<file path="config.mk">
export PLATFORM = sky130hd
export DESIGN_NAME = minibus_arbiter
export DESIGN_NICKNAME = d
export VERILOG_FILES = /design/src/rtl/rv32ima_pkg.sv /design/src/rtl/minibus_pkg.sv /design/src/rtl/minibus_watchdog.sv /design/src/rtl/minibus_arbiter.sv
export SDC_FILE = /design/constraint.sdc
export NUM_CORES = 1
export LEC_CHECK = 0
export CAP_MARGIN = 20
export CORE_AREA = 2 2 121 123
export DETAILED_ROUTE_END_ITERATION = 10
export DIE_AREA = 0 0 123 125
export GPL_TIMING_DRIVEN = 0
export SETUP_SLACK_MARGIN = 0.2
export SKIP_LAST_GASP = 1
export SYNTH_ARGS = -nofsm -noshare
export SYNTH_HDL_FRONTEND = slang
export SYNTH_SLANG_ARGS = --single-unit
</file>
<file path="constraint.sdc">
create_clock -name clk -period 2.45 [get_ports clk]
set_clock_uncertainty 0.15 [all_clocks]
set_input_delay 0.3675 -clock clk [delete_from_list [all_inputs] [get_ports clk]]
set_output_delay 0.3675 -clock clk [all_outputs]
set_load 0.005 [all_outputs]
</file>
<file path="src/rtl/rv32ima_pkg.sv">
// Core-wide constants and the minibus arbiter state encoding.
package rv32ima_pkg;

  localparam int BIT_WIDTH = 32;

  typedef enum logic [1:0] {
    IDLE   = 2'd0,
    GRANT0 = 2'd1,
    GRANT1 = 2'd2
  } arb_state_t;

endpackage

</file>
<file path="src/rtl/minibus_pkg.sv">
// Minibus request/response types shared by masters, slaves and the arbiter.
package minibus_pkg;

  import rv32ima_pkg::*;

  localparam logic [1:0] WIDTH_BYTE = 2'd0;
  localparam logic [1:0] WIDTH_HALF = 2'd1;
  localparam logic [1:0] WIDTH_WORD = 2'd2;

  typedef struct packed {
    logic [BIT_WIDTH-1:0] addr;
    logic [BIT_WIDTH-1:0] wdata;
    logic                 wen;
    logic                 ren;
    logic [1:0]           width;
  } minibus_req_t;

  typedef struct packed {
    logic                 ack;
    logic                 err;
    logic [BIT_WIDTH-1:0] rdata;
  } minibus_res_t;

  function automatic logic is_active(input minibus_req_t r);
    return r.wen | r.ren;
  endfunction

  // A request with both enables set is a write; the slave never sees both.
  function automatic minibus_req_t write_wins(input minibus_req_t r);
    minibus_req_t o;
    o     = r;
    o.ren = r.ren & ~r.wen;
    return o;
  endfunction

endpackage

</file>
<file path="src/rtl/minibus_watchdog.sv">
// Cycle counter that flags an access stuck for TIMEOUT cycles (TIMEOUT >= 2).
module minibus_watchdog #(
  parameter int TIMEOUT = 15
) (
  input  logic clk,
  input  logic nrst,
  input  logic clear,
  input  logic en,
  output logic expired
);

  localparam int              CW    = $clog2(TIMEOUT + 1);
  localparam logic [CW-1:0]   LIMIT = CW'(TIMEOUT);

  logic [CW-1:0] wd_cnt_q, wd_cnt_d;

  // Next count: clear wins, saturate at the limit.
  always_comb begin
    wd_cnt_d = wd_cnt_q;
    if (clear) begin
      wd_cnt_d = '0;
    end else if (en && (wd_cnt_q != LIMIT)) begin
      wd_cnt_d = wd_cnt_q + CW'(1);
    end else begin
      wd_cnt_d = wd_cnt_q;
    end
  end

  // Counter register.
  always_ff @(posedge clk or negedge nrst) begin
    if (!nrst) begin
      wd_cnt_q <= '0;
    end else begin
      wd_cnt_q <= wd_cnt_d;
    end
  end

  assign expired = (wd_cnt_q == LIMIT);

endmodule

</file>
<file path="src/rtl/minibus_arbiter.sv">
// Round-robin two-master arbiter for the RAM minibus slave, with a forced
// idle bubble after every access and a watchdog on stuck accesses.
module minibus_arbiter
  import rv32ima_pkg::*;
  import minibus_pkg::*;
#(
  parameter int TIMEOUT = 15
) (
  input  logic               clk,
  input  logic               nrst,
  input  minibus_req_t [1:0] m_req,
  output minibus_res_t [1:0] m_res,
  output minibus_req_t       s_req,
  output logic               s_sel,
  input  minibus_res_t       s_res,
  output logic               busy
);

  arb_state_t state_q, state_d;
  logic       last_grant_q, last_grant_d;
  logic [1:0] active_s;
  logic       grant_idx_s;
  logic       wd_clear_s;
  logic       wd_expired_s;

  assign active_s   = {is_active(m_req[1]), is_active(m_req[0])};
  assign wd_clear_s = (state_q == IDLE);

  minibus_watchdog #(.TIMEOUT(TIMEOUT)) u_watchdog (
    .clk     (clk),
    .nrst    (nrst),
    .clear   (wd_clear_s),
    .en      (busy),
    .expired (wd_expired_s)
  );

  // Next-state decision and slave/master muxing.
  always_comb begin
    state_d      = state_q;
    last_grant_d = last_grant_q;
    s_req        = '0;
    s_sel        = 1'b0;
    busy         = (state_q != IDLE);
    grant_idx_s  = (state_q == GRANT1);
    for (int i = 0; i < 2; i++) begin
      m_res[i].ack   = 1'b0;
      m_res[i].err   = 1'b0;
      m_res[i].rdata = s_res.rdata;
    end

    case (state_q)
      IDLE: begin
        if (active_s == 2'b11) begin
          state_d      = last_grant_q ? GRANT0 : GRANT1;
          last_grant_d = ~last_grant_q;
        end else if (active_s[0]) begin
          state_d      = GRANT0;
          last_grant_d = 1'b0;
        end else if (active_s[1]) begin
          state_d      = GRANT1;
          last_grant_d = 1'b1;
        end else begin
          state_d = IDLE;
        end
      end
      GRANT0, GRANT1: begin
        s_sel                  = 1'b1;
        s_req                  = write_wins(m_req[grant_idx_s]);
        m_res[grant_idx_s].ack = s_res.ack;
        m_res[grant_idx_s].err = s_res.err;
        // Any exit from a grant lands in IDLE, which is the mandatory bubble.
        if (s_res.ack || s_res.err) begin
          state_d = IDLE;
        end else if (wd_expired_s) begin
          m_res[grant_idx_s].err = 1'b1;
          s_req                  = '0;
          state_d                = IDLE;
        end else if (!active_s[grant_idx_s]) begin
          state_d = IDLE;
        end else begin
          state_d = state_q;
        end
      end
      default: begin
        state_d = IDLE;
      end
    endcase
  end

  // Grant state and round-robin pointer.
  always_ff @(posedge clk or negedge nrst) begin
    if (!nrst) begin
      state_q      <= IDLE;
      last_grant_q <= 1'b1;
    end else begin
      state_q      <= state_d;
      last_grant_q <= last_grant_d;
    end
  end

endmodule
</file>
Yosys cells after proc, flatten, opt, wreduce, memory -nomap -nowiden
Cells that the tools add are included.

$add $sub $neg: 1. Magnitude comparators: 2. Eq/ne operators: 6. Mux-type cells: 31. Bitwise gates (word level): 5. Reductions and logical operators: 9.

Operators by type and width (number): two-way mux 68 bit (8); bitwise mux 68 bit (3); demux 34 bit (select 1 bit) (2); two-way mux 34 bit (1); two-way mux 33 bit (1); two-way mux 2 bit (7); two-way mux 4 bit (2); two-way mux 1 bit (6); adder 4 x 1 -> 4 bit, second input constant (1); == test 2 bit, second input constant (2); == test 4 bit, second input constant (1); != test 4 x 3 -> 1 bit, second input constant (1); != test 4 bit, second input constant (1); one-hot mux 2 bit (2 select lines) (1); nonzero test 2 bit (2); nonzero test 3 bit (1); == test 2 x 1 -> 1 bit, second input constant (1); logical AND 1 bit (2); logical NOT 2 bit (1); less-than comparator 1 x 2 -> 1 bit, second input constant (1); inverter 1 bit (2); OR 1 bit (2); AND reduction 2 bit (1); OR reduction 2 bit (1); 3 further kinds (3).

Register bits: 7. Input port bits: 172. Output and inout port bits: 138. Word-level logic and storage cells: 57.

Logic depth before layout (Yosys ltp)
Word-level depth: 11. Mapped depth: 7. Depth with buffers taken out: 5.

Cells and area by module
A second synthesis with hierarchy kept.

Cells, all modules: 271. Area, all modules: 2069.5 sq um.

By module, submodules not included: minibus_arbiter (instances 1, cells an instance 251, area each 1840.5 sq um, sequential area each 76.3 sq um); minibus_watchdog (instances 1, cells an instance 20, area each 229.0 sq um, sequential area each 100.1 sq um).

Worst setup path before layout
Ideal clock, no wire load.

Path type: flip-flop to output port. Start point: reg u_watchdog.wd_cnt_q[0]. End point: out s_req[0] in the netlist's numbering. Arrival time: 1.479 ns. Data required time: 1.933 ns. Setup slack: 0.453 ns. Stages on the path, launching flop included: 7. Buffers on the path: 2. Path through: dfrtp_1 > ha_1 > nand3_1 > o31ai_2 > buf_2 > buf_4 > nor2_1.

RTL lines: from (decl) (line minibus_watchdog.sv:15) `logic [CW-1:0] wd_cnt_q, wd_cnt_d;`; from (signal assigned) (line minibus_watchdog.sv:34) `wd_cnt_q <= wd_cnt_d;`; to (decl) (line minibus_arbiter.sv:13) `output minibus_req_t s_req,`.

==> key figures <==
Worst hold path
  • Hold Crit Class: input pin to asynchronous set/reset pin

Worst setup path
  • Worst Setup End Kind: output port
  • WS Path Type: register to output port
  • Slowest CP cell: or4b_4
  • Crit path launch type: register
  • CP delay by family, top: simple AND/OR/NAND/NOR gates
  • Worst path buffer plus inverter count: 2
  • Critical Path RT: 1.93 ns
  • Worst reg2reg path startpoint: state_q[1]$_DFFE_PN0P_
  • Data arrival time of the worst path: 1.82 ns
  • Crit Path Max Fanout: 2
  • Slowest stage delay, CP: 0.47 ns
  • CP startpoint: u_watchdog.wd_cnt_q[0]$_DFFE_PN0P_
  • CP cell instances: ha_4, nand3_4, buf_6, or4b_4, a21boi_2, buf_2

Synthesis
  • Top_reg_cell synth: dfrtp_1
  • Count leader, synth: nor2_1
  • Mapped Area: 1990 µm²
  • Top post-synthesis cells by count: nor2_1, mux2i_1, buf_4, buf_2, dfrtp_1
  • Async S/R FF share, synth: 100%
  • Synth area leaders: mux2i_1, buf_4, nor2_1
  • Post-Syn Area per Cell: 7.41 µm²
  • Yosys warning total: 0
  • Syn Nets: 444
  • Syn Inst Count: 268
  • Post-synth cell types: 29
  • EDFF count, synth: 0
  • Top-area cell type share of the netlist area: 35.3%
  • Sequential fraction of the synthesis area: 8.88%
  • Synth Register Bits: 7
  • Cell taking the most area after synthesis: mux2i_1

Placed design
  • DP Area: 4990 µm²
  • Post-Place Setup Slack: -0.823 ns
  • Placed cell count: 729
  • Gp weighted congestion: 0.804
  • Final HPWL DP: 8920 µm
  • PortBufs: 277

Timing
  • FMAX: 428 MHz
  • Final period util: 95.3%
  • Minimum clock period: 2.33 ns
  • Final setup violation count: 0
  • Slew Viols, Final: 0
  • Slew @ Worst Pin: 0.359 ns
  • Relative slew slack: 75.9%
  • Fin. Hold Viols: 0
  • Final setup margin: 0.116 ns
  • RSZ-0062 raised after global routing: true
  • Setup tns final: 0 ns
  • Hold_ws: 0.252 ns

Die
  • Initial Utilization: 14.0%
  • DIE AREA: 15400 µm²
  • I/O pin cnt: 310
  • Die Width: 123 µm
  • Area of the core: 14200 µm²
  • Site Rows: 44
  • Height of the die: 125 µm

Drt
  • First-pass iteration count of the detailed router: 4
  • Routed WL per cell: 14.8 µm
  • Vias: 3034
  • Routed WL: 11400 µm
  • Post-route ant nets: 0
  • Via density per instance: 3.91
  • Drt drc: 0
  • Initial DRC count: 42

Global routing
  • Antenna violations before repair: 0
  • Routing usage on met2: 26.0%
  • Remaining Overflow, GRT: 0
  • GR peak layer: met2
  • Gr usage total: 13.1%
  • Global-route wire length before repair: 15900 µm
  • Met1 Use GR: 13.6%
  • Met3 usage: 3.51%
  • Largest net degree at the start of global routing: 11
  • Vias in the first global route: 3102

Final layout
  • Post-layout util: 42.7%
  • Ant diodes: 0
  • Fin nets: 768
  • Fin cells: 775
  • Area grow syn2layout: 205%
  • Layout cells sized above 1: 45.7%
  • Design Area, Final: 6060 µm²

Clock network
  • Worst skew pair latency: 0.23 ns
  • H-tree Lvls: 1
  • Number of CTS-inserted buffers: 3
  • Worst-path clk slew: 0.04 ns
  • Hold Buf Count CTS: 0
  • CTS tree: done
  • Clk buf depth: 2
  • Clock tree sinks: 7
  • CTS root buffer: clkbuf_16

Pwr
  • Power Density: 1030 nW/µm²
  • Power after layout: 6.24 mW
  • Leak pwr: 2.57 nW
  • Worst IR Drop VDD: 620 µV

Flow run
  • MaxCap Viol Count: 0

Run status
  • Status: completed
placed cells by master, fill, tap and decap left out, drive strengths merged, types with 2 or more instances in the layout:
cell           netlist  layout
clkdlybuf4s50        0     203
buf                 78     173
nor2                76      76
mux2i               70      70
clkbuf               1      21
dfrtp                6       6
nand2                4       4
o21ai                4       4
ha                   4       4
inv                  4       4
dlygate4sd2          0       3
nor3                 2       2
nand3                2       2
state kept, by name (all words and copies together) (netlist names):
| signal | count |
|---|---|
| last_grant_q | 1 |
| u_watchdog.wd_cnt_q | 4 |
| state_q | 2 |
repair_timing:
action,CTS,global route
gates cloned,4,4
buffers inserted,30,4
pin swaps,28,27
resized for setup,348,128
endpoints found under the hold margin,0,0
endpoints found under the setup margin,72,71
where the power goes:
group	internal, mW	switching [mW]	leakage, nW	total, mW
Sequential	0.164	0.0383	0.0898	0.202
Clock	0.217	0.0656	0.0382	0.282
Combinational	3.43	2.32	2.45	5.75
Total	3.81	2.42	2.57	6.24
final cells by class:
cell class,count,area (µm²)
buffer,79,757
inverter,4,15.0
multi-input combinational,178,1700
tap,184,230
fill,1401,8140
sequential,7,176
clock buffer,4,78.8
timing repair buffer,319,3100
layer usage:
metal | routed length (µm) | vias up
met5 | 0 | -
met4 | 86 | 0
met3 | 1320 | 7
met2 | 6090 | 194
met1 | 3950 | 1357
li1 | - | 1476
kinds of logic after synthesis:
| family | synth area share [%] |
|---|---|
| XOR/XNOR | 0.441 |
| buffers and inverters | 28.9 |
| AND/OR/NAND/NOR | 18.7 |
| adder cells (fa/ha/maj) | 2.52 |
| flip-flops | 8.88 |
| AO/OA/AOI/OAI | 5.29 |
| multiplexers | 35.3 |
final timing paths:
kind	depth (start not counted)	slack [ns]	end
worst max-delay path	6	0.12	m_res[66]
worst min-delay path	1	0.25	u_watchdog.wd_cnt_q[3]$_DFFE_PN0P_
worst max register to register	6	0.37	state_q[1]$_DFFE_PN0P_
worst min register to register	2	0.34	last_grant_q$_DFFE_PN1P_
max in group asynchronous	1	1.61	last_grant_q$_DFFE_PN1P_
min in group clk	2	0.34	last_grant_q$_DFFE_PN1P_
Power figures use the tool's default switching activity.
==> variant (same flow settings) <==
Re-encode `arb_state_t` (3 states) as one-hot, 3 bits wide.
--- a/src/rtl/rv32ima_pkg.sv
+++ b/src/rtl/rv32ima_pkg.sv
@@ -5,6 +5,6 @@
 
-  typedef enum logic [1:0] {
-    IDLE   = 2'd0,
-    GRANT0 = 2'd1,
-    GRANT1 = 2'd2
+  typedef enum logic [2:0] {
+    IDLE   = 3'b001,
+    GRANT0 = 3'b010,
+    GRANT1 = 3'b100
   } arb_state_t;
Behaviour: no difference found for any inputs over 4 cycles, from zero or initial values and one cycle with nrst low; so few cycles prove little.
==> variant against the unedited design <==
- setup slack lost 0.017 ns
- design area down 6.6%
- critical path depth rose by 2
- hold slack improved by 0.014 ns
- sequential cell count grew 1
- wire length grew 0.85%
- area after synthesis down 2.8%
- critical path type unchanged
- critical endpoint is now s_req[16]
Power is not compared: it rests on default switching activity, and its combinational part moved more than twofold at a synthesized area within 25%.
==> variant: results <==
metrics = {
    "placement": {
        "dp_hpwl_um": 8840,
        "preCtsSetupSlack_ns": -0.863,
        "detailed_place.area_sq_um": 4930,
        "post-place-cells": 802,
        "gpl.final_weighted_congestion": 0.748,
    },
    "drt": {
        "dr_total_vias": 3304,
        "initialDrtViolationCount": 72,
        "sum_of_routed_wire_length_over_all_layers_um": 11500,
    },
    "logic_synthesis": {
        "synth_sequential_area_ratio_pct": 10.5,
        "post_synth_most_frequent_cells": "136 x sky130_fd_sc_hd__nand2_1, 68 x sky130_fd_sc_hd__a21oi_1, 65 x sky130_fd_sc_hd__buf_4",
        "netlist_top_cells_area": "sky130_fd_sc_hd__nand2_1 26%, sky130_fd_sc_hd__buf_4 25%, sky130_fd_sc_hd__a21oi_1 18%",
        "ys_types": 31,
        "synth_nets": 514,
        "synthCells": 341,
    },
    "hold_path": {
        "hold_path_class": "in2async",
    },
    "final_layout": {
        "layout.area.seq_sq_um": 205,
        "reg_top3": "u_watchdog.wd_cnt_q x4, state_q x3, last_grant_q x1",
        "post_route_non_filler_standard_cell_count": 833,
        "fin_nets": 824,
        "n_antenna_cell": 0,
        "final.fill_count": 1492,
        "drive_gt1_share_pct": 33.4,
    },
    "sta": {
        "worst_slew_margin_rel_pct": 75.6,
        "min_period_ns": 2.35,
    },
    "clock_tree": {
        "cts.hold.buffers_added": 0,
        "path_clk_slew_ns": 0.04,
        "cts.path.max_buffers": 2,
    },
    "setup_path": {
        "setup.worst_path.end": "s_req[16]",
        "crit_path_top_delay_cell": "sky130_fd_sc_hd__dfrtp_2",
        "rr_endpoint": "state_q[2]",
        "worst-r2r-setup-slack_ns": 0.50,
        "crit_path_largest_cell_delay_ns": 0.45,
        "cp_max_fo": 7,
        "critical_path.reg2reg.startpoint": "state_q[1]",
        "r2r.worst_path.cells": 5,
    },
    "power_and_ir_drop": {
        "comb_power_share_pct": 83.9,
    },
    "global_route": {
        "grt_first_pass_wirelength_um": 16100,
        "grt_pass1_vias": 3206,
        "antenna_violations_before_repair": 0,
        "grt_util_all_layers_pct": 13.0,
    },
    "outcome": {
        "outcome": "complete, no violations",
    },
}
-- variant: changes by cell type in the layout (fill, tap and decap cells not counted), sizes merged, moves of 2 or more --
cell / change
a21oi: +68
buf: -40
clkbuf: +3
dlygate4sd2: +30
ha: -3
mux2i: -69
nand2: +132
nand3b: +3
nor2: -67
nor3b: +2
o21ai: -2
o31ai: +2
-- variant: metal layers --
layer	GRT usage [%]	vias to the layer above	part of all wire, %
met5	0	-	0
met4	1.80	0	0.86
met3	2.65	11	9.3
met2	25.2	165	52
met1	14.7	1468	38
li1	-	1660	-
-- variant: worst min-delay path by stage --
stage,slack [ns],depth (start not counted),endpoint
2_1_floorplan,-0.08,0,state_q[1]
3_3_place_gp,0.36,1,u_watchdog.wd_cnt_q[3]
3_5_place_dp,0.36,2,last_grant_q
4_1_cts,0.28,1,u_watchdog.wd_cnt_q[1]
5_1_grt,0.29,1,u_watchdog.wd_cnt_q[2]
6_report,0.27,1,u_watchdog.wd_cnt_q[2]
-- variant: final cells by class --
cell class / instances / area share [%]
repair buffers: 305 / 50.7
flip-flops and latches: 8 / 3.62
clock buffers: 3 / 1.33
inverters: 3 / 0.199
well taps: 184 / 4.06
multi-input cells: 243 / 25.1
plain buffers: 87 / 15.0
-- variant: repair_timing --
action / in CTS / in global routing
gates resized for setup: 210 / 130
setup endpoints to repair: 72 / 70
buffers inserted: 16 / 8
cloned: 1 / 3
pin swaps: 13 / 18
-- variant: cell families after synthesis --
kind of cell	after synthesis	synth area share, %
simple gates	159	33.8
buf+inv	90	30.6
compound gates	79	22.3
flops	8	10.5
xor+xnor	2	0.907
mux	2	1.30
fa+ha+maj	1	0.648
-- variant: critical path, delay by kind of cell (launching register included) --
family / cells / cell delay (ns)
buf+inv: 5 / 0.66
simple gates: 2 / 0.44
flops: 1 / 0.45
compound gates: 1 / 0.05
